## src/rtl/alu32_pkg.sv

```systemverilog
// Shared types and constants for the gate-level ALU32 operand driver and its users.
package alu32_pkg;

  localparam int WIDTH = 32;
  localparam int OP_W  = 3;

  typedef enum logic [1:0] {
    IDLE,
    SETTLE,
    RESP
  } state_t;

  typedef struct packed {
    logic [WIDTH-1:0] in1;
    logic [WIDTH-1:0] in2;
    logic             ci;
    logic [OP_W-1:0]  op;
  } req_t;

endpackage

```

## src/rtl/alu32_op_driver_settle_timer.sv

```systemverilog
// Down-counter that times how long combinational inputs are held before sampling.
// Standalone (no package dependency) so other gate-level wrappers can reuse it.
module settle_timer #(
  parameter int SETTLE_CYCLES = 2
) (
  input  logic clk,
  input  logic rst,
  input  logic load,
  input  logic dec,
  output logic zero
);

  // A window shorter than one edge cannot resolve anything, so clamp to 1.
  localparam int EFF_CYCLES = (SETTLE_CYCLES < 1) ? 1 : SETTLE_CYCLES;
  localparam int TW         = (EFF_CYCLES > 1) ? $clog2(EFF_CYCLES) : 1;
  localparam logic [TW-1:0] LOAD_VAL = TW'(EFF_CYCLES - 1);

  logic [TW-1:0] count;

  // NOTE: state is updated with non-blocking assignments so every flop samples pre-edge values.
  always_ff @(posedge clk or posedge rst) begin
    if (rst) begin
      count <= '0;
    end else if (load) begin
      count <= LOAD_VAL;
    end else if (dec && (count != '0)) begin
      count <= count - TW'(1);
    end
  end

  assign zero = (count == '0);

endmodule

```

## src/rtl/alu32_op_driver.sv

```systemverilog
// Valid/ready front end for the gate-level G_ALU32: registers a request onto the ALU
// inputs, waits out the carry-chain settle window, then captures and returns the result.
module alu32_op_driver #(
  parameter int WIDTH         = alu32_pkg::WIDTH,
  parameter int OP_W          = alu32_pkg::OP_W,
  parameter int SETTLE_CYCLES = 2,
  parameter int CNT_W         = 16
) (
  input  logic             clk,
  input  logic             rst,
  input  logic             req_valid,
  output logic             req_ready,
  input  logic [WIDTH-1:0] req_in1,
  input  logic [WIDTH-1:0] req_in2,
  input  logic             req_ci,
  input  logic [OP_W-1:0]  req_op,
  output logic [WIDTH-1:0] alu_in1,
  output logic [WIDTH-1:0] alu_in2,
  output logic             alu_ci,
  output logic [OP_W-1:0]  alu_a,
  input  logic [WIDTH-1:0] alu_cout,
  input  logic             alu_co,
  output logic             rsp_valid,
  input  logic             rsp_ready,
  output logic [WIDTH-1:0] rsp_data,
  output logic             rsp_co,
  output logic [OP_W-1:0]  rsp_op,
  output logic             busy,
  output logic [CNT_W-1:0] op_count
);

  alu32_pkg::state_t state, state_nxt;
  logic accept, capture, complete;
  logic timer_dec, timer_zero;

  settle_timer #(.SETTLE_CYCLES(SETTLE_CYCLES)) u_settle_timer (
    .clk  (clk),
    .rst  (rst),
    .load (accept),
    .dec  (timer_dec),
    .zero (timer_zero)
  );

  always_ff @(posedge clk or posedge rst) begin
    if (rst) state <= alu32_pkg::IDLE;
    else     state <= state_nxt;
  end

  // NOTE: every signal written here gets a default first, otherwise synthesis infers latches.
  always_comb begin
    state_nxt = state;
    accept    = 1'b0;
    capture   = 1'b0;
    complete  = 1'b0;
    case (state)
      alu32_pkg::IDLE: begin
        if (req_valid) begin
          accept    = 1'b1;
          state_nxt = alu32_pkg::SETTLE;
        end
      end
      alu32_pkg::SETTLE: begin
        if (timer_zero) begin
          capture   = 1'b1;
          state_nxt = alu32_pkg::RESP;
        end
      end
      alu32_pkg::RESP: begin
        if (rsp_ready) begin
          complete  = 1'b1;
          state_nxt = alu32_pkg::IDLE;
        end
      end
      default: state_nxt = alu32_pkg::IDLE;
    endcase
  end

  assign timer_dec = (state == alu32_pkg::SETTLE) && !timer_zero;
  assign req_ready = (state == alu32_pkg::IDLE);
  assign busy      = (state != alu32_pkg::IDLE);
  assign rsp_valid = (state == alu32_pkg::RESP);

  // ALU inputs only change on accept, so the gate-level carry chain never sees a glitch.
  always_ff @(posedge clk or posedge rst) begin
    if (rst) begin
      alu_in1  <= '0;
      alu_in2  <= '0;
      alu_ci   <= 1'b0;
      alu_a    <= '0;
      rsp_data <= '0;
      rsp_co   <= 1'b0;
      rsp_op   <= '0;
      op_count <= '0;
    end else begin
      if (accept) begin
        alu_in1 <= req_in1;
        alu_in2 <= req_in2;
        alu_ci  <= req_ci;
        alu_a   <= req_op;
      end
      if (capture) begin
        rsp_data <= alu_cout;
        rsp_co   <= alu_co;
        rsp_op   <= alu_a;
      end
      if (complete) begin
        op_count <= op_count + CNT_W'(1);
      end
    end
  end

endmodule

```

## config.mk

```make
export PLATFORM = sky130hd
export DESIGN_NAME = alu32_op_driver
export DESIGN_NICKNAME = d
export VERILOG_FILES = /design/src/rtl/alu32_pkg.sv /design/src/rtl/alu32_op_driver_settle_timer.sv /design/src/rtl/alu32_op_driver.sv
export SDC_FILE = /design/constraint.sdc
export NUM_CORES = 1
export LEC_CHECK = 0
export BUFFER_PORTS_ARGS = -buffer_cell sky130_fd_sc_hd__buf_2
export CORE_MARGIN = 2
export CORE_UTILIZATION = 46
export CTS_CLUSTER_SIZE = 12
export DETAILED_ROUTE_END_ITERATION = 7
export PLACE_DENSITY = 0.79
export SYNTH_ARGS = -nofsm -noshare
export SYNTH_HDL_FRONTEND = slang
export SYNTH_SLANG_ARGS = --single-unit
```

## constraint.sdc

```tcl
create_clock -name clk -period 4.65 [get_ports clk]
set_clock_uncertainty 0.2 [all_clocks]
set_input_delay 0.2325 -clock clk [delete_from_list [all_inputs] [get_ports clk]]
set_output_delay 0.2325 -clock clk [all_outputs]
set_load 0.02 [all_outputs]
```

# [Word-level counts from Yosys, hierarchy flattened]
# Index checks and enable logic that the tools add are counted.
[totals] register_bits=123 out_inout_bits=123 word_cells=35
[op_classes] addsub=2 n_eq_ne=5 muxes=12 n_reduce_logical=6
[op_table] operator="$add 16x1->16 const B" n=1
[op_table] operator="$mux 1" n=8
[op_table] operator="$mux 2" n=3
[op_table] operator="$pmux 2 s3" n=1
[op_table] operator="$ne 2x2->1 const B" n=2
[op_table] operator="$reduce_bool 2->1" n=2
[op_table] operator="$reduce_and 3->1" n=1
[op_table] operator="$eq 2x1->1 const B" n=1
[op_table] operator="$eq 2x2->1 const B" n=1
[op_table] operator="$logic_and 1x1->1" n=2
[op_table] operator="$logic_not 2->1" n=1
[op_table] operator="$ne 2x1->1 const B" n=1
[op_table] operator="$sub 1x1->1 const B" n=1

# [Longest topological paths before layout]
# Gate-level depths: netlist (run 1).
[depth] ltp_word=5 depth_mapped=7 ltp_nobuf=4

# [By module]
# Synthesis (run 1) repeated with hierarchy kept, for this count alone.
[hier_totals] hier_cells=299 area_unflattened_um2=4822.1
[modules_own_cells] module="alu32_op_driver" n_inst=1 cells_each=295 area_per_inst_um2=4778.3
[modules_own_cells] module="settle_timer" n_inst=1 cells_each=4 area_per_inst_um2=43.8

# [Worst setup path after synthesis (run 1)]
# Ideal clock, no wire load.
[synth_path] kind="reg-to-reg" start="register state[1]" end="register alu_a[0]" setup_ns=0.125 t_arrival_ns=1.612 required_time_ns=4.325 path_slack_ns=2.712 path_stages_with_launch=8 path_cell_list="dfrtp_1 -> or2_4 -> inv_2 -> and2_4 -> buf_6 -> buf_6 -> buf_8 -> mux2_4"
[synth_between] elab_chain_len=2
[synth_lines] item="start: declaration" line="alu32_op_driver.sv:32" text="alu32_pkg::state_t state, state_nxt;"
[synth_lines] item="start signal: assignment" line="alu32_op_driver.sv:45" text="if (rst) state <= alu32_pkg::IDLE;"
[synth_lines] item="start signal: assignment" line="alu32_op_driver.sv:46" text="else state <= state_nxt;"
[synth_lines] item="$logic_not 2->1"
[synth_lines] item="via req_ready" line="alu32_op_driver.sv:12" text="output logic req_ready,"
[synth_lines] item="$mux 1" line="alu32_op_driver.sv:55" text="case (state)"
[synth_lines] item="end signal: assignment" line="alu32_op_driver.sv:99" text="alu_a <= req_op;"
[synth_lines] item="end: declaration" line="alu32_op_driver.sv:20" text="output logic [OP_W-1:0] alu_a,"
# The timed path passes the listed nets, and every way through them passes these cells.
# A chain may end at the register's enable or synchronous reset.

# [Worst setup path in the final report (run 1)]
[layout_path] start="register state[1]" end="register alu_in2[23]"
[layout_between] elab_chain_len=2
[layout_lines] item="$logic_not 2->1" line="alu32_op_driver.sv:55"
[layout_lines] item="$mux 1" line="alu32_op_driver.sv:55"
[layout_lines] item="end signal: assignment" line="alu32_op_driver.sv:97" text="alu_in2 <= req_in2;"
[layout_lines] item="end: declaration" line="alu32_op_driver.sv:18" text="output logic [WIDTH-1:0] alu_in2,"
# Every way passes these cells.

==> metrics, run 1 <==
run status=finished, final reports clean; total CTS buffers=17; worst setup path class=flop to flop; WHS=300 ps; worst path required time=around 4800 ps; worst-path cell chain=or2_4, inv_2, and2_4, mux2_2; Post-CTS Setup Inserts=0; most frequent cell after synthesis=dfrtp_1; DRC Markers=0; first-pass detailed-route iteration total=4; Critical Path Sink Type=flop; Final Total Pwr=5.29 mW; Synth Area in Compound Gates=less than 1%; initial antenna violation count=0; DRT antenna net count=0; Synth Instances=296; synthesized-area fraction occupied by and/or/nand/nor cells=3.35%; Tmin final=2300 ps; hold crit path type=primary input to flop; nets=740; clock-pin slew on the worst setup and hold paths=approximately 60 ps; CP Launch Type=flop; Seq/Total Area, Yosys=64.4%; Slew Limit Fails=0; worst endpoint data arrival time=2480 ps; fraction of layout cells with a size suffix above 1=56.9%; CTS tree=yes; Cell Count Post-Placement=647; FFs w/ async S/R, synth=100%; fin crit share=49.5%; WL final=12.7 mm; Netlist cell types=27; critical path fanouts, max=68; largest net degree at the start of global routing=between 80 and 90; drt initial violations=118; Root Buffer=clkbuf_8; detailed placement HPWL=7.42 mm; Syn Std Cell Area=0.00478 mm2; Vias=3739; PD cells=695 mW/mm2; maximum VDD drop=0.385 mV; Commonest cells post-synth=dfrtp_1 (123), mux2_2 (85), mux2_4 (20), xnor2_1 (14); Synth area leader=dfrtp_1; number of flops mapped to enable cells by yosys=0; mux share of post-synthesis cell area=26.5%; critical path's slowest cell=and2_4; ys flop type=dfrtp_1; Adder-Cell Fraction of Synth Area=less than 1%; first-pass GRT wire length=20.5 mm; CTS max path bufs=2; Seq cells post-synth=~120; Layout area overhead=59.2%; Via-to-Cell Ratio=4.78; # IOs=228; grt ovf=0; CTS Hold Bufs=104; Critical Path Max Stage Delay=780 ps; Util after Layout=74.4%; Fin. Hold Viols=0; GRT Util Overall=23.7%; GP Congestion=0.696; yosys warns=0; Tightest Pin Transition=983 ps; Leak Pwr=3.70 nW; fmax=0.435 GHz; largest family of logic cells by synthesized area=multiplexers; Initial Util=46.7%; XOR/XNOR Fraction of Synth Area=2.75%; n_diodes=0; PortBufs=227; register area=0.00308 mm2; drt wl/cell=roughly 16 um; PostCTS Resize Cnt=0; CTS H-tree depth=4; Mean Syn Cell Area=16.2 um2; Max-Cap Viols=0; Synth area leaders=dfrtp_1 (64%), mux2_2 (20%), mux2_4 (6.3%), xnor2_1 (2.6%), buf_2 (0.84%); total die area=0.0112 mm2; Chip Width=~110 um; Die Ht=around 110 um; clock sink total=roughly 120; Finished Layout Cells=783; clk_lat worst skew=around 490 ps; Rel. slew slack=between 30% and 40%; core box area=approximately 0.010 mm2; Fill cells=approximately 630; num rows=37; total negative setup slack=0 ps; Post-Synthesis Net Count=402; Yosys top cell area share=64.4%; vias in the first global route=4179; area of the multi-input gates=0.00159 mm2; RSZ-0062 raised after global routing=no; final setup fails=0
-- placed cells by master, fill, tap and decap left out, drive strengths merged --
| cell | netlist | final |
|---|---|---|
| a21o | 1 | 1 |
| a21oi | 2 | 2 |
| and2 | 2 | 2 |
| and3 | 1 | 1 |
| and4 | 1 | 1 |
| and4b | 1 | 1 |
| buf | 12 | 229 |
| bufinv | 0 | 2 |
| clkbuf | 2 | 21 |
| clkinv | 0 | 4 |
| clkinvlp | 0 | 5 |
| dfrtp | 123 | 123 |
| dlygate4sd3 | 0 | 104 |
| ha | 1 | 1 |
| inv | 4 | 4 |
| mux2 | 105 | 105 |
| mux2i | 1 | 1 |
| nand2 | 8 | 8 |
| nand3 | 7 | 7 |
| nand4 | 3 | 3 |
| nor2 | 4 | 4 |
| nor3 | 1 | 1 |
| nor3b | 1 | 1 |
| or2 | 1 | 1 |
| xnor2 | 14 | 14 |
| xor2 | 1 | 1 |
-- sequential cells by signal, summed over array words and instances, names as in the netlist --
signal	cells
state	2
alu_ci	1
op_count	16
rsp_data	32
alu_in1	32
rsp_co	1
u_settle_timer.count	1
rsp_op	3
alu_in2	32
alu_a	3
-- through the flow --
step / area (um2) / setup slack [ps]
global placement: 6010 / 2420
finish: 7610 / 2350
floorplan: 4780 / 947
global route: 7610 / 2240
detailed placement: 6010 / 2330
CTS: 7610 / 2310
-- cells by family (layout without fill, tap and decap cells) --
family	after synthesis	in the layout
mux	106	106
fa+ha+maj	1	1
buf+inv	18	369
xor+xnor	15	15
compound gates	3	3
flops	123	123
simple gates	30	30
-- power breakdown --
| part | switching (mW) | leakage [nW] | internal, mW |
|---|---|---|---|
| Clock | 0.446 | 0.260 | 0.773 |
| Sequential | 0.289 | 1.48 | 1.57 |
| Combinational | 1.21 | 1.96 | 1.00 |
-- layout make-up --
cell class                      instances  area share (%)
Clock buffer                           21            5.77
Clock inverter                         11            1.59
Inverter                                4           0.230
Multi-Input combinational cell        155            20.9
Sequential cell                       123            40.4
Tap cell                              136            2.24
Timing Repair Buffer                  333            28.8
-- metal layers --
metal	part of all wire, %	global-route usage [%]
met1	36	24.1
met3	5.1	6.62
met5	0	0
met4	2.4	10.1
met2	56	45.2
-- path summary, 6_finish.rpt --
| kind | from | to | slack, ps | cells after the start |
|---|---|---|---|---|
| worst max-delay path | state[1]$_DFFE_PP0P_ | alu_in2[23]$_DFFE_PP0P_ | 2350 | 4 |
| worst min-delay path | req_op[0] | alu_a[0]$_DFFE_PP0P_ | 300 | 3 |
| worst max register to register | state[1]$_DFFE_PP0P_ | alu_in2[23]$_DFFE_PP0P_ | 2350 | 4 |
| worst min register to register | rsp_data[19]$_DFFE_PP0P_ | rsp_data[19]$_DFFE_PP0P_ | 300 | 1 |
| max in group asynchronous | rst | alu_in1[27]$_DFFE_PP0P_ | 2810 | 4 |
| min in group asynchronous | rst | alu_in1[14]$_DFFE_PP0P_ | 320 | 3 |
-- worst max-delay path, delay by kind of cell, from the launching register on --
kind | cells | cell delay (ps)
multiplexers | 1 | 430
AND/OR/NAND/NOR | 2 | 1050
flip-flops | 1 | 420
buffers and inverters | 1 | 50
Power figures use the tool's default switching activity.
==> inputs of run 2 (changes only) <==
--- a/config.mk
+++ b/config.mk
@@ -5,12 +5,13 @@
 export SDC_FILE = /design/constraint.sdc
 export NUM_CORES = 1
 export LEC_CHECK = 0
+export ABC_AREA = 1
 export BUFFER_PORTS_ARGS = -buffer_cell sky130_fd_sc_hd__buf_2
 export CORE_MARGIN = 2
-export CORE_UTILIZATION = 46
+export CORE_UTILIZATION = 42
 export CTS_CLUSTER_SIZE = 12
 export DETAILED_ROUTE_END_ITERATION = 7
-export PLACE_DENSITY = 0.79
+export PLACE_DENSITY = 0.76
 export SYNTH_ARGS = -nofsm -noshare
 export SYNTH_HDL_FRONTEND = slang
 export SYNTH_SLANG_ARGS = --single-unit
==> constraint.sdc (replaced) <==
create_clock -name clk -period 2 [get_ports clk]
set_clock_uncertainty 0.2 [all_clocks]
set_input_delay 0.1 -clock clk [delete_from_list [all_inputs] [get_ports clk]]
set_output_delay 0.1 -clock clk [all_outputs]
set_load 0.02 [all_outputs]
==> run 2 against run 1 <==
Net effect:
- setup slack worse by 2300 ps
- worst hold slack worse by 99 ps
- utilization decreased by 2.9 points
- count of clock-buffer cells in the layout is 4 higher
- sequential share of layout area decreased by 1.2 points
- final cell count rose by 7.5%
- combinational power grew 130%
- synthesized cell count is 14% higher
- critical path type unchanged
- critical endpoint is now alu_in1[14]$_DFFE_PP0P_
- register-to-register slack got worse by 2300 ps
- global-route usage is 1.9 points lower
- non-clock buffer count grew 9
==> metrics, run 2 <==
clk_lat worst skew=400 ps (was 490 ps); Rel. slew slack=64.7% (was 34.4%); Seq cells post-synth=123 (unchanged); # IOs=228 (unchanged); DRC Markers=0 (unchanged); Tmin final=1930 ps (was 2300 ps); CP top delay family=buffers and inverters (was simple AND/OR/NAND/NOR gates); Fin. Hold Viols=0 (unchanged); total CTS buffers=17 (unchanged); num rows=38 (was 37); worst endpoint data arrival time=2010 ps (was 2480 ps); Sw Pwr=4.49 mW (was 1.94 mW); hold crit path type=primary input to asynchronous set/reset pin (was primary input to flop); grt ovf=0 (unchanged); Post-Synthesis Net Count=444 (was 402); cell area after layout=0.00785 mm2 (was 0.00761 mm2); Fill cells=718 (was 628); core box area=0.0110 mm2 (was 0.0102 mm2); commonest non-fill, non-tap cells in the layout=buf_2 (227), dfrtp_1 (122), dlygate4sd3_1 (109) (was buf_2 (227), dfrtp_1 (123), dlygate4sd3_1 (104)); clock-pin slew on the worst setup and hold paths=50 ps (was 60 ps); total negative setup slack=0 ps (unchanged); first-pass detailed-route iteration total=6 (was 4); Reg power frac=34.2% (was 35.2%); Critical Path Sink Type=flop (unchanged); Initial Util=43.5% (was 46.7%); critical path's slowest cell=dlygate4sd3_1 (was and2_4); Mean Syn Cell Area=14.1 um2 (was 16.2 um2); Via-to-Cell Ratio=4.74 (was 4.78); drt initial violations=175 (was 118); Final Total Pwr=12.5 mW (was 5.29 mW); Tightest Pin Transition=529 ps (was 983 ps); CTS tree=yes (unchanged); first-pass GRT wire length=21.3 mm (was 20.5 mm); switching share of power=35.9% (was 36.7%); Leak Pwr=3.84 nW (was 3.70 nW); drt wl/cell=15.3 um (was 16.3 um); final setup fails=0 (unchanged); Netlist cell types=20 (was 27); XOR/XNOR Fraction of Synth Area=1.83% (was 2.75%); Synth area leaders=dfrtp_1 (64%), mux2_2 (23%), nand2_1 (2.6%), xnor2_1 (1.5%), inv_1 (1.4%) (was dfrtp_1 (64%), mux2_2 (20%), mux2_4 (6.3%), xnor2_1 (2.6%), buf_2 (0.84%)); Vias=3991 (was 3739); PortBufs=227 (unchanged); CTS max path bufs=2 (unchanged); vias in the first global route=4461 (was 4179); Synth Area in Compound Gates=0.786% (was 0.366%); RSZ-0062 raised after global routing=no (unchanged); most frequent cell after synthesis=dfrtp_1 (unchanged); most common cell after layout, fill and taps aside=buf_2 (unchanged); Synth area leader=dfrtp_1 (unchanged); Gate power share=40.8% (was 41.8%); WL final=12.9 mm (was 12.7 mm); fraction of layout cells with a size suffix above 1=52.4% (was 56.9%); area of the multi-input gates=0.00158 mm2 (was 0.00159 mm2); fin crit share=96.4% (was 49.5%); Adder-Cell Fraction of Synth Area=0.262% (about the same); Regs by FF count=alu_in1 (32), alu_in2 (32), rsp_data (32) (unchanged); Root Buffer=clkbuf_16 (was clkbuf_8); detailed placement HPWL=7.83 mm (was 7.42 mm); largest net degree at the start of global routing=81 (was 83); Seq/Total Area, Yosys=64.4% (about the same); FFs w/ async S/R, synth=100% (unchanged); mux share of post-synthesis cell area=23.8% (was 26.5%); Cell Count Post-Placement=699 (was 647); critical path fanouts, max=12 (was 68); total die area=0.0122 mm2 (was 0.0112 mm2); Slew Limit Fails=0 (unchanged); WP buf/inv=1 (unchanged); Finished Layout Cells=842 (was 783); nets=794 (was 740); dpl ws=356 ps (was 2330 ps); Max-Cap Viols=0 (unchanged); DRT antenna net count=0 (unchanged); Critical Path Max Stage Delay=560 ps (was 780 ps); Die Ht=111 um (was 106 um); placed inst area=0.00612 mm2 (was 0.00601 mm2); yosys warns=0 (unchanged); worst path required time=2090 ps (was 4830 ps); initial antenna violation count=1 (was 0); PD cells=1600 mW/mm2 (was 695 mW/mm2); Chip Width=111 um (was 106 um); synthesized-area fraction occupied by and/or/nand/nor cells=6.00% (was 3.35%); worst setup path class=flop to flop (unchanged); largest family of logic cells by synthesized area=multiplexers (unchanged); GRT Util Overall=21.9% (was 23.7%); number of flops mapped to enable cells by yosys=0 (unchanged); clock sink total=123 (unchanged); internal cell power=8.03 mW (was 3.35 mW); Yosys top cell area share=64.4% (about the same); worst-path cell chain=nor2_4, nand2_8, mux2_2, dlygate4sd3_1 (was or2_4, inv_2, and2_4, mux2_2); Synth Instances=338 (was 296); Layout area overhead=64.3% (was 59.2%); GP Congestion=0.877 (was 0.696); fmax=0.519 GHz (was 0.435 GHz); CP Launch Type=flop (unchanged); Clock power frac=25.1% (was 23.1%); final worst slack=72.3 ps (was 2350 ps); run status=finished, final reports clean (unchanged); ys flop type=dfrtp_1 (unchanged); CTS H-tree depth=4 (unchanged); Commonest cells post-synth=dfrtp_1 (123), mux2_2 (96), nand2_1 (33), inv_1 (18), nor2_1 (13) (was dfrtp_1 (123), mux2_2 (85), mux2_4 (20), xnor2_1 (14)); maximum VDD drop=1.16 mV (was 0.385 mV); Syn Std Cell Area=0.00478 mm2 (about the same); register area=0.00308 mm2 (about the same)
[run 2: metal layers]
| layer | vias up | track usage (%) | wire (um) |
|---|---|---|---|
| li1 | 1842 | - | - |
| met1 | 1924 | 22.7 | 4700 |
| met2 | 190 | 39.3 | 6870 |
| met3 | 35 | 7.11 | 946 |
| met4 | 0 | 11.3 | 413 |
| met5 | - | 0 | 0 |
[run 2: through the flow]
step	hold slack, ps	util [%]
floorplan	-4.98	-
global route	229	71.5
CTS	166	71.3
global placement	47.8	55.7
finish	201	71.5
detailed placement	56.7	55.7
[run 2: path summary, 6_finish.rpt]
path | from | to | slack, ps | depth (start not counted)
min in group clk | alu_cout[4] | rsp_data[4]$_DFFE_PP0P_ | 240 | 3
hold / removal | rst | rsp_data[26]$_DFFE_PP0P_ | 200 | 4
setup / recovery | state[0]$_DFFE_PP0P_ | alu_in1[14]$_DFFE_PP0P_ | 70 | 4
setup reg to reg | state[0]$_DFFE_PP0P_ | alu_in1[14]$_DFFE_PP0P_ | 70 | 4
hold reg to reg | u_settle_timer.count$_DFFE_PP0P_ | state[0]$_DFFE_PP0P_ | 280 | 2
max in group asynchronous | rst | alu_in2[19]$_DFFE_PP0P_ | 940 | 4
[run 2: cells by family after synthesis]
kind of cell             Yosys count
flip-flops                       123
multiplexers                     101
AND/OR/NAND/NOR                   66
buffers and inverters             30
XOR/XNOR                          10
AO/OA/AOI/OAI                      7
adder cells (fa/ha/maj)            1
[run 2: area by class of cell]
type | count | area share [%]
clock buffer | 25 | 6.44
multi-input combinational | 185 | 20.2
clock inverter | 7 | 1.40
sequential | 123 | 39.2
antenna | 1 | 0.0319
tap | 140 | 2.23
inverter | 19 | 0.956
timing repair buffer | 342 | 29.6
[run 2: worst register-to-register path: stages (launching register included)]
cell and delay [ps]:
dfrtp_2 440, nor2_4 200, nand2_8 120, mux2_2 290, dlygate4sd3_1 560
[run 2: power by group through the flow]
stage / registers [mW] / logic, mW / clock network [mW]
CTS: 4.24 / 5.06 / 3.19
detailed placement: 4.26 / 4.81 / 0
global placement: 4.18 / 4.70 / 0
floorplan: 5.63 / 1.71 / 0
global route: 4.42 / 5.44 / 3.31
finish: 4.28 / 5.11 / 3.14
[run 2: repair_timing]
action / CTS / global route
gates resized for setup: 0 / 3
hold buffers: 109 / 0
endpoints found under the hold margin: 231 / 0
buffers inserted: 0 / 1
endpoints found under the setup margin: 0 / 5
